`config.mk`:
```
export PLATFORM = sky130hd
export DESIGN_NAME = program_loader
export DESIGN_NICKNAME = d
export VERILOG_FILES = /design/src/rtl/program_loader_pkg.sv /design/src/rtl/loader_word_packer.sv /design/src/rtl/program_loader.sv
export SDC_FILE = /design/constraint.sdc
export NUM_CORES = 1
export LEC_CHECK = 0
export BUFFER_PORTS_ARGS = -buffer_cell sky130_fd_sc_hd__buf_4
export CAP_MARGIN = 20
export CORE_MARGIN = 2
export CORE_UTILIZATION = 60
export DETAILED_ROUTE_END_ITERATION = 6
export GPL_TIMING_DRIVEN = 0
export PLACE_DENSITY = 0.84
export REMOVE_ABC_BUFFERS = 1
export SETUP_SLACK_MARGIN = 0.2
export SLEW_MARGIN = 15
export SYNTH_ARGS = -nofsm -noshare
export SYNTH_HDL_FRONTEND = slang
export SYNTH_SLANG_ARGS = --single-unit
```
`constraint.sdc`:
```
create_clock -name clk -period 3.27 [get_ports clk]
set_input_delay 0 -clock clk [delete_from_list [all_inputs] [get_ports clk]]
set_output_delay 0 -clock clk [all_outputs]
set_load 0.01 [all_outputs]
```
`src/rtl/program_loader_pkg.sv`:
```
// rtl/program_loader_pkg.sv - shared framing definitions for the program loader
package program_loader_pkg;

  // Default frame start byte, reused by any future transmitter/dumper of this framing
  localparam logic [7:0] DEFAULT_MAGIC = 8'hA5;

  typedef enum logic [2:0] {
    IDLE   = 3'd0,
    CNT_LO = 3'd1,
    CNT_HI = 3'd2,
    DATA   = 3'd3,
    CHECK  = 3'd4,
    FIN    = 3'd5
  } state_t;

endpackage

```
`src/rtl/loader_word_packer.sv`:
```
// rtl/loader_word_packer.sv - little-endian byte-to-word packer with running payload sum
module loader_word_packer #(
  parameter int STEP = 4
) (
  input  logic              clk,
  input  logic              rst_n,
  input  logic              clear,
  input  logic              byte_en,
  input  logic [7:0]        byte_in,
  output logic [STEP*8-1:0] word_next,
  output logic              word_full,
  output logic [7:0]        sum
);

  localparam logic [2:0] LAST = 3'(STEP - 1);

  logic [STEP*8-1:0] shreg;
  logic [2:0]        idx;

  // Word including the byte being accepted this cycle, so the write can issue on the same edge
  always_comb begin
    word_next = shreg;
    word_next[idx*8 +: 8] = byte_in;
  end

  assign word_full = byte_en && (idx == LAST);

  always_ff @(posedge clk or negedge rst_n) begin
    if (!rst_n) begin
      shreg <= '0;
      idx   <= '0;
      sum   <= '0;
    end else if (clear) begin
      shreg <= '0;
      idx   <= '0;
      sum   <= '0;
    end else if (byte_en) begin
      shreg <= word_next;
      sum   <= sum + byte_in;
      idx   <= word_full ? 3'd0 : idx + 3'd1;
    end
  end

endmodule

```
`src/rtl/program_loader.sv`:
```
// rtl/program_loader.sv - framed byte-stream loader driving the program memory write port
module program_loader
  import program_loader_pkg::*;
#(
  parameter int         INSTR_ADDR_WIDTH = 20,
  parameter int         STEP             = 4,
  parameter logic [7:0] MAGIC            = DEFAULT_MAGIC
) (
  input  logic                        clk,
  input  logic                        rst_n,
  input  logic [7:0]                  rx_data,
  input  logic                        rx_valid,
  output logic                        rx_ready,
  output logic                        pgm,
  output logic [INSTR_ADDR_WIDTH-1:0] addr,
  output logic [STEP*8-1:0]           data,
  output logic                        cpu_hold,
  output logic                        done,
  output logic                        err
);

  state_t                      state, state_nx;
  logic [7:0]                  cnt_lo;
  logic [15:0]                 words_left;
  logic [INSTR_ADDR_WIDTH-1:0] wr_addr;
  logic                        chk_ok;
  logic                        accept;
  logic                        byte_en;
  logic                        word_full;
  logic [STEP*8-1:0]           word_next;
  logic [7:0]                  sum;

  // Outputs derive from registered state so an async reset clears them without a clock
  assign rx_ready = rst_n && (state != FIN);
  assign accept   = rx_valid && rx_ready;
  assign byte_en  = accept && (state == DATA);
  assign cpu_hold = (state != IDLE);
  assign done     = (state == FIN) && chk_ok;
  assign err      = (state == FIN) && !chk_ok;

  loader_word_packer #(.STEP(STEP)) u_packer (
    .clk       (clk),
    .rst_n     (rst_n),
    .clear     (state == IDLE),
    .byte_en   (byte_en),
    .byte_in   (rx_data),
    .word_next (word_next),
    .word_full (word_full),
    .sum       (sum)
  );

  always_comb begin
    state_nx = state;
    unique case (state)
      IDLE:   if (accept && rx_data == MAGIC) state_nx = CNT_LO;
      CNT_LO: if (accept) state_nx = CNT_HI;
      CNT_HI: if (accept) state_nx = ({rx_data, cnt_lo} == 16'd0) ? CHECK : DATA;
      DATA:   if (word_full && words_left == 16'd1) state_nx = CHECK;
      CHECK:  if (accept) state_nx = FIN;
      FIN:    state_nx = IDLE;
      default: state_nx = IDLE;
    endcase
  end

  always_ff @(posedge clk or negedge rst_n) begin
    if (!rst_n) begin
      state      <= IDLE;
      cnt_lo     <= '0;
      words_left <= '0;
      wr_addr    <= '0;
      chk_ok     <= 1'b0;
      pgm        <= 1'b0;
      addr       <= '0;
      data       <= '0;
    end else begin
      state <= state_nx;
      pgm   <= word_full;
      if (state == IDLE) wr_addr <= '0;
      if (accept && state == CNT_LO) cnt_lo <= rx_data;
      if (accept && state == CNT_HI) words_left <= {rx_data, cnt_lo};
      if (accept && state == CHECK) chk_ok <= (rx_data == sum);
      if (word_full) begin
        addr       <= wr_addr;
        data       <= word_next;
        wr_addr    <= wr_addr + INSTR_ADDR_WIDTH'(1);
        words_left <= words_left - 16'd1;
      end
    end
  end

endmodule

```
* Yosys cells after proc, flatten, opt, wreduce, memory -nomap -nowiden
Cells that the tools add are included.
** Word-level totals
- Output and inout port bits :: 57
- Flip-flop bits (word level) :: 144
- Logic and storage cells :: 71
** Operators by class
- Shift-type cells :: 2
- Mux-type cells :: 19
- Equality and inequality tests :: 15
- Reduce and logical (&&, ||, !) cells :: 19
- Add/subtract/negate cells :: 5
** Operators with widths (number)
- 2-to-1 mux 32 bit :: 2
- 2-to-1 mux 20 bit :: 2
- negator 6 -> 34 bit :: 1
- variable shift 8 x 34 -> 32 bit, first input constant :: 1
- indexed part select 8 x 34 -> 32 bit :: 1
- bitwise mux 32 bit :: 1
- 2-to-1 mux 16 bit :: 2
- 2-to-1 mux 3 bit :: 9
- adder 20 x 1 -> 20 bit, second input constant :: 1
- == test 16 x 1 -> 1 bit, second input constant :: 1
- logical NOT 16 bit :: 1
- 2-to-1 mux 8 bit :: 2
- subtractor 16 x 1 -> 16 bit, second input constant :: 1
- one-hot mux 3 bit (5 select lines) :: 1
- logical AND 1 bit :: 11
- == test 3 x 2 -> 1 bit, second input constant :: 3
- adder 8 bit :: 1
- == test 8 bit :: 1
- == test 8 bit, second input constant :: 1
- inequality test 2 bit, second input constant :: 4
- == test 3 bit, second input constant :: 2
- nonzero test 2 bit :: 3
- AND reduction 5 bit :: 1
- adder 3 x 1 -> 3 bit, second input constant :: 1
- 6 further kinds :: 6

* Logic depth before layout (Yosys ltp)
- Depth after elaboration :: 8
- Depth in mapped cells :: 11

* By module
Synthesis repeated with hierarchy kept, for this count alone.
** Second synthesis, totals
- Cells, all modules :: 641
- Area, all modules :: 7200.7 um2
** Modules (own cells, without submodules)
- program_loader :: seq. area each 2527.4 um2, cells an instance 401, area an instance 4705.8 um2, instances 1
- loader_word_packer :: seq. area each 1076.0 um2, cells an instance 240, area an instance 2494.9 um2, instances 1

* Worst setup path before layout
Ideal clock, no wire load.
- Path type :: reg-to-reg
- Start point :: reg u_packer.idx[0]
- End point :: reg u_packer.shreg[16]
- Data required time :: 3.203 ns
- Clock period less this slack :: 2.228 ns
- Path slack :: 1.042 ns
- Path buffers :: 2
- Arrival time :: 2.161 ns
- Cell stages (with the launch flop) :: 11
- Path through :: dfrtp_1 > inv_1 > ha_1 > ha_1 > buf_2 > nand2_2 > nor3b_2 > a21boi_2 > and2_1 > buf_2 > a22o_1
** Between the ends
- Longest elaborated chain between the ends :: 5
- Elaborated cells between the ends (all ways) :: 6
- Classes of those cells :: 1 x add/sub; 2 x shift; 3 x mux
** Ends and longest elaborated chain
- start: declaration :: RTL line loader_word_packer.sv:18 : logic [2:0] idx;
- start signal: assignment :: RTL line loader_word_packer.sv:40 : idx <= word_full ? 3'd0 : idx + 3'd1;
- negator 6 -> 34 bit * :: RTL line loader_word_packer.sv:23 : word_next[idx*8 +: 8] = byte_in;
- indexed part select 8 x 34 -> 32 bit or variable shift 8 x 34 -> 32 bit (tied branches) :: RTL line loader_word_packer.sv:23
- bitwise mux 32 bit * :: RTL line loader_word_packer.sv:23
- 2-to-1 mux 32 bit * :: RTL line loader_word_packer.sv:37 : end else if (byte_en) begin
- 2-to-1 mux 32 bit * :: RTL line loader_word_packer.sv:33 : end else if (clear) begin
- end signal: assignment :: RTL line loader_word_packer.sv:38 : shreg <= word_next;
- end: declaration :: RTL line loader_word_packer.sv:17 : logic [STEP*8-1:0] shreg;
Mark *: on every way between the ends. The rest lies on a longest branch, timed or not. The select of a mux whose other input is x is not followed.
A chain may end at the register's enable or synchronous reset.

* Final worst setup path
- Start point :: reg u_packer.idx[0]
- End point :: reg words_left[8]
** Between the ends
- Longest elaborated chain between the ends :: 3
- Elaborated cells between the ends (all ways) :: 4
- Classes of those cells :: 1 x eq/ne; 1 x mux; 2 x reduce/logical
** Ends and longest elaborated chain
- == test 3 x 2 -> 1 bit * :: RTL line loader_word_packer.sv:26 : assign word_full = byte_en && (idx == LAST);
- logical AND 1 bit * :: RTL line loader_word_packer.sv:26
- 2-to-1 mux 16 bit or nonzero test 2 bit (tied branches)
- end signal: assignment :: RTL line program_loader.sv:80 : if (accept && state == CNT_HI) words_left <= {rx_data, cnt_lo};
- end signal: assignment :: RTL line program_loader.sv:86 : words_left <= words_left - 16'd1;
- end: declaration :: RTL line program_loader.sv:24 : logic [15:0] words_left;
Mark *: on every way between the ends. The rest lies on a longest branch, timed or not.

==> run_results.csv <==
group,metric,value,unit
setup_path,reg2regPathDepth,7,
setup_path,cp_common_cell,"nand3_1",
route,vias,5840,
die,die-area,12400,sq um
hold_path,holdPathStages,3,
global_route,grt_pass1_wl,27600,um
sta,tightestPinTransition,875,ps
sta,setup_viol,0,
sta,whs,7.50,ps
clocking,postCtsSetupRepairBufs,0,
setup_path,critical-path-slowest-cell,"dfrtp_1",
die,die_y,111,um
setup_path,r2r-end,"words_left[8]",
route,drt-total-wl,16300,um
finish,fin_cells,927,
setup_path,worstPathArrival,3170,ps
sta,finalHoldViolations,0,
logic_synthesis,syn_area,6930,sq um
finish,layout-drive-gt1-share,17.3,%
clocking,cts.sinks,144,
clocking,clockBufferDepth,2,
setup_path,crit_chain,"ha_1, nor2b_1, nand3_4, clkinv_8, nand3_1, o311ai_1, nand3_1",
clocking,path_clk_slew,60,ps
finish,areaGrowthSynthToFinish,19.9,%
place,portBuffers,67,
global_route,overflow,0,
logic_synthesis,synth_flop_cell,"dfrtp_1",
status,status,"finished, final reports clean",
logic_synthesis,ys_warn_count,0,
finish,final_core_util,73.1,%
logic_synthesis,yosys_register_bits,144,
global_route,grt_pass1_vias,5618,
hold_path,worst_hold_path_type,"input port to register",
setup_path,cp.buffers_inverters,1,
logic_synthesis,synth_enable_flop_cells,0,
setup_path,r2r_start,"u_packer.idx[0]",
setup_path,slowest_delay,480,ps
place,place_inst,880,
clocking,worstSkewPairLatency,430,ps
place,placed_cell_area,7470,sq um
setup_path,crit_family,"simple AND/OR/NAND/NOR gates",
finish,antenna_cells,0,
logic_synthesis,synth_async_sr_flop_share,100,%
sta,rsz0062_at_grt,"false",
global_route,grt_usage,27.5,%
power,power_density,750,nW/um^2
logic_synthesis,seq_area_frac_synth,52.0,%
setup_path,crit_type,"register to register",
sta,relSlewSlack,41.6,%
place,hpwl,10100,um
route,wire_per_inst,17.6,um
die,io_pins,68,
finish,finalInstanceArea,8310,sq um
power,p_leak,0.00395,uW
route,firstDrtPassIters,6,
route,via_per_inst,6.30,
place,place_congestion,0.854,
route,drt_iter0_markers,685,
global_route,antenna_found_initial,0,
power,ir_drop,455,uV
setup_path,crit_required,3550,ps
hold_path,hold_path.startpoint,"rx_valid",
setup_path,reg2reg_slack,370,ps
job,maxCapViolCount,0,
die,die_x,111,um
finish,fin_nets,798,
setup_path,startpoint_type,"register",
logic_synthesis,synthCells,712,
sta,fmax,345,MHz
clocking,cts_root_buffer,"clkbuf_16",
logic_synthesis,avgSynthCellArea,9.74,sq um
die,core_area,11400,sq um
clocking,cts_buffers,17,
die,row_count,39,
clocking,tritoncts,"yes",
power,finalPower,6230,uW
sta,drv_slew,0,
route,drtAntennaViolNets,0,
sta,fin_crit,2900,ps
global_route,grt_max_degree,80,
logic_synthesis,yosysUniqueCellTypes,64,
route,drc,0,
sta,finalCritPeriodShare,88.6,%
sta,fin_skew,7.84,ps
clocking,htreeDepth,4,
setup_path,critPathCaptureType,"register",
setup_path,path_max_fanout,76,
hold_path,min_to,"state[1]",
die,start_util,61.0,%
-- synthesized netlist by cell type, types with 3 or more instances --
cell type,number,area [sq um]
dfrtp_1,144,3600
nand2_1,126,473
nor2_1,73,274
o21ai_0,46,230
nand3_1,29,145
a221oi_1,23,201
a22o_1,23,201
clkbuf_1,22,82.6
buf_2,19,95.1
ha_1,15,188
a21oi_1,13,65.1
o21ai_1,13,65.1
nand4_1,12,75.1
a31oi_1,11,68.8
inv_1,11,41.3
mux2i_1,10,100
nor3_1,10,50.1
and3_1,9,56.3
mux2_2,9,101
nor4_1,8,50.1
nor2b_1,6,37.5
o211ai_1,5,37.5
o21a_1,4,30.0
o31ai_1,4,30.0
xor2_1,4,35.0
and2_1,3,18.8
nor3_2,3,30.0
nor4_2,3,37.5
o22ai_1,3,18.8
o311ai_1,3,26.3
or3_1,3,18.8
-- routing by layer --
layer  routed length [um]  track usage [%]  vias up
met3                 1030             6.59       54
met1                 6680             35.8     2870
li1                     -                -     2689
met2                 8010             44.1      227
met4                  591             12.8        0
met5                    0                0        -
-- worst max path at each step --
stage	start	cells past startpoint	to
finish	u_packer.idx[0]	7	words_left[8]
global route	u_packer.idx[0]	7	u_packer.shreg[1]
CTS	u_packer.idx[0]	7	u_packer.shreg[1]
detailed placement	rst_n	8	words_left[8]
global placement	rst_n	7	wr_addr[17]
floorplan	u_packer.idx[0]	7	words_left[9]
-- state kept, by name, summed over array words and instances (netlist names) --
signal and flops:
pgm 1, state 3, u_packer.shreg 32, chk_ok 1, addr 20, u_packer.idx 3, data 32, cnt_lo 8
u_packer.sum 8, wr_addr 20, words_left 16
-- stage by stage --
stage	setup TNS (ps)	setup slack, ps
3_3_place_gp	-129130	-2030
6_report	0	372
3_5_place_dp	0	37.2
4_1_cts	0	244
5_1_grt	0	213
2_1_floorplan	-10.5	-10.5
-- worst reg2reg max path: cells and delay by family (launching register included) --
kind | cells | cell delay (ps)
DFF | 1 | 480
adders and majority gates | 1 | 300
AOI/OAI and AO/OA | 1 | 390
buffers and inverters | 1 | 410
and+or+nand+nor | 4 | 1170
-- what timing repair did --
item                                    CTS  global route
endpoints found under the hold margin   123             0
endpoints found under the setup margin    3            24
pin swaps                                 0             0
hold buffers                             15             0
gates resized for setup                   1             4
-- cell families (layout without fill, tap and decap cells) --
logic type | after synthesis | after routing | synth area share (%)
simple gates | 305 | 305 | 21.3
compound gates | 165 | 165 | 16.3
flops | 144 | 144 | 52.0
buf+inv | 57 | 129 | 3.83
mux | 19 | 19 | 2.91
fa+ha+maj | 16 | 16 | 3.00
xor+xnor | 6 | 6 | 0.758
-- cell usage in the layout (no fill, tap or decap), drive strengths merged, types with 11 or more instances in the layout --
cell	n
a21oi	13
a221oi	23
a22o	23
a31oi	11
buf	75
clkbuf	20
dfrtp	144
ha	15
inv	12
nand2	127
nand3	31
nand4	12
nor2	73
nor3	13
nor4	13
o21ai	59
-- power by group --
group | switching [uW] | internal (uW)
clock | 755 | 1160
combinational | 961 | 779
sequential | 366 | 2200
total | 2080 | 4150
-- area by class of cell --
cell class | count | area (sq um)
clock buffer | 20 | 457
clock inverter | 12 | 135
fill | 786 | 3060
inverter | 12 | 57.6
multi-input combinational | 511 | 3080
sequential | 144 | 3600
tap | 143 | 179
timing repair buffer | 85 | 803
(Power assumes the default switching activity.)
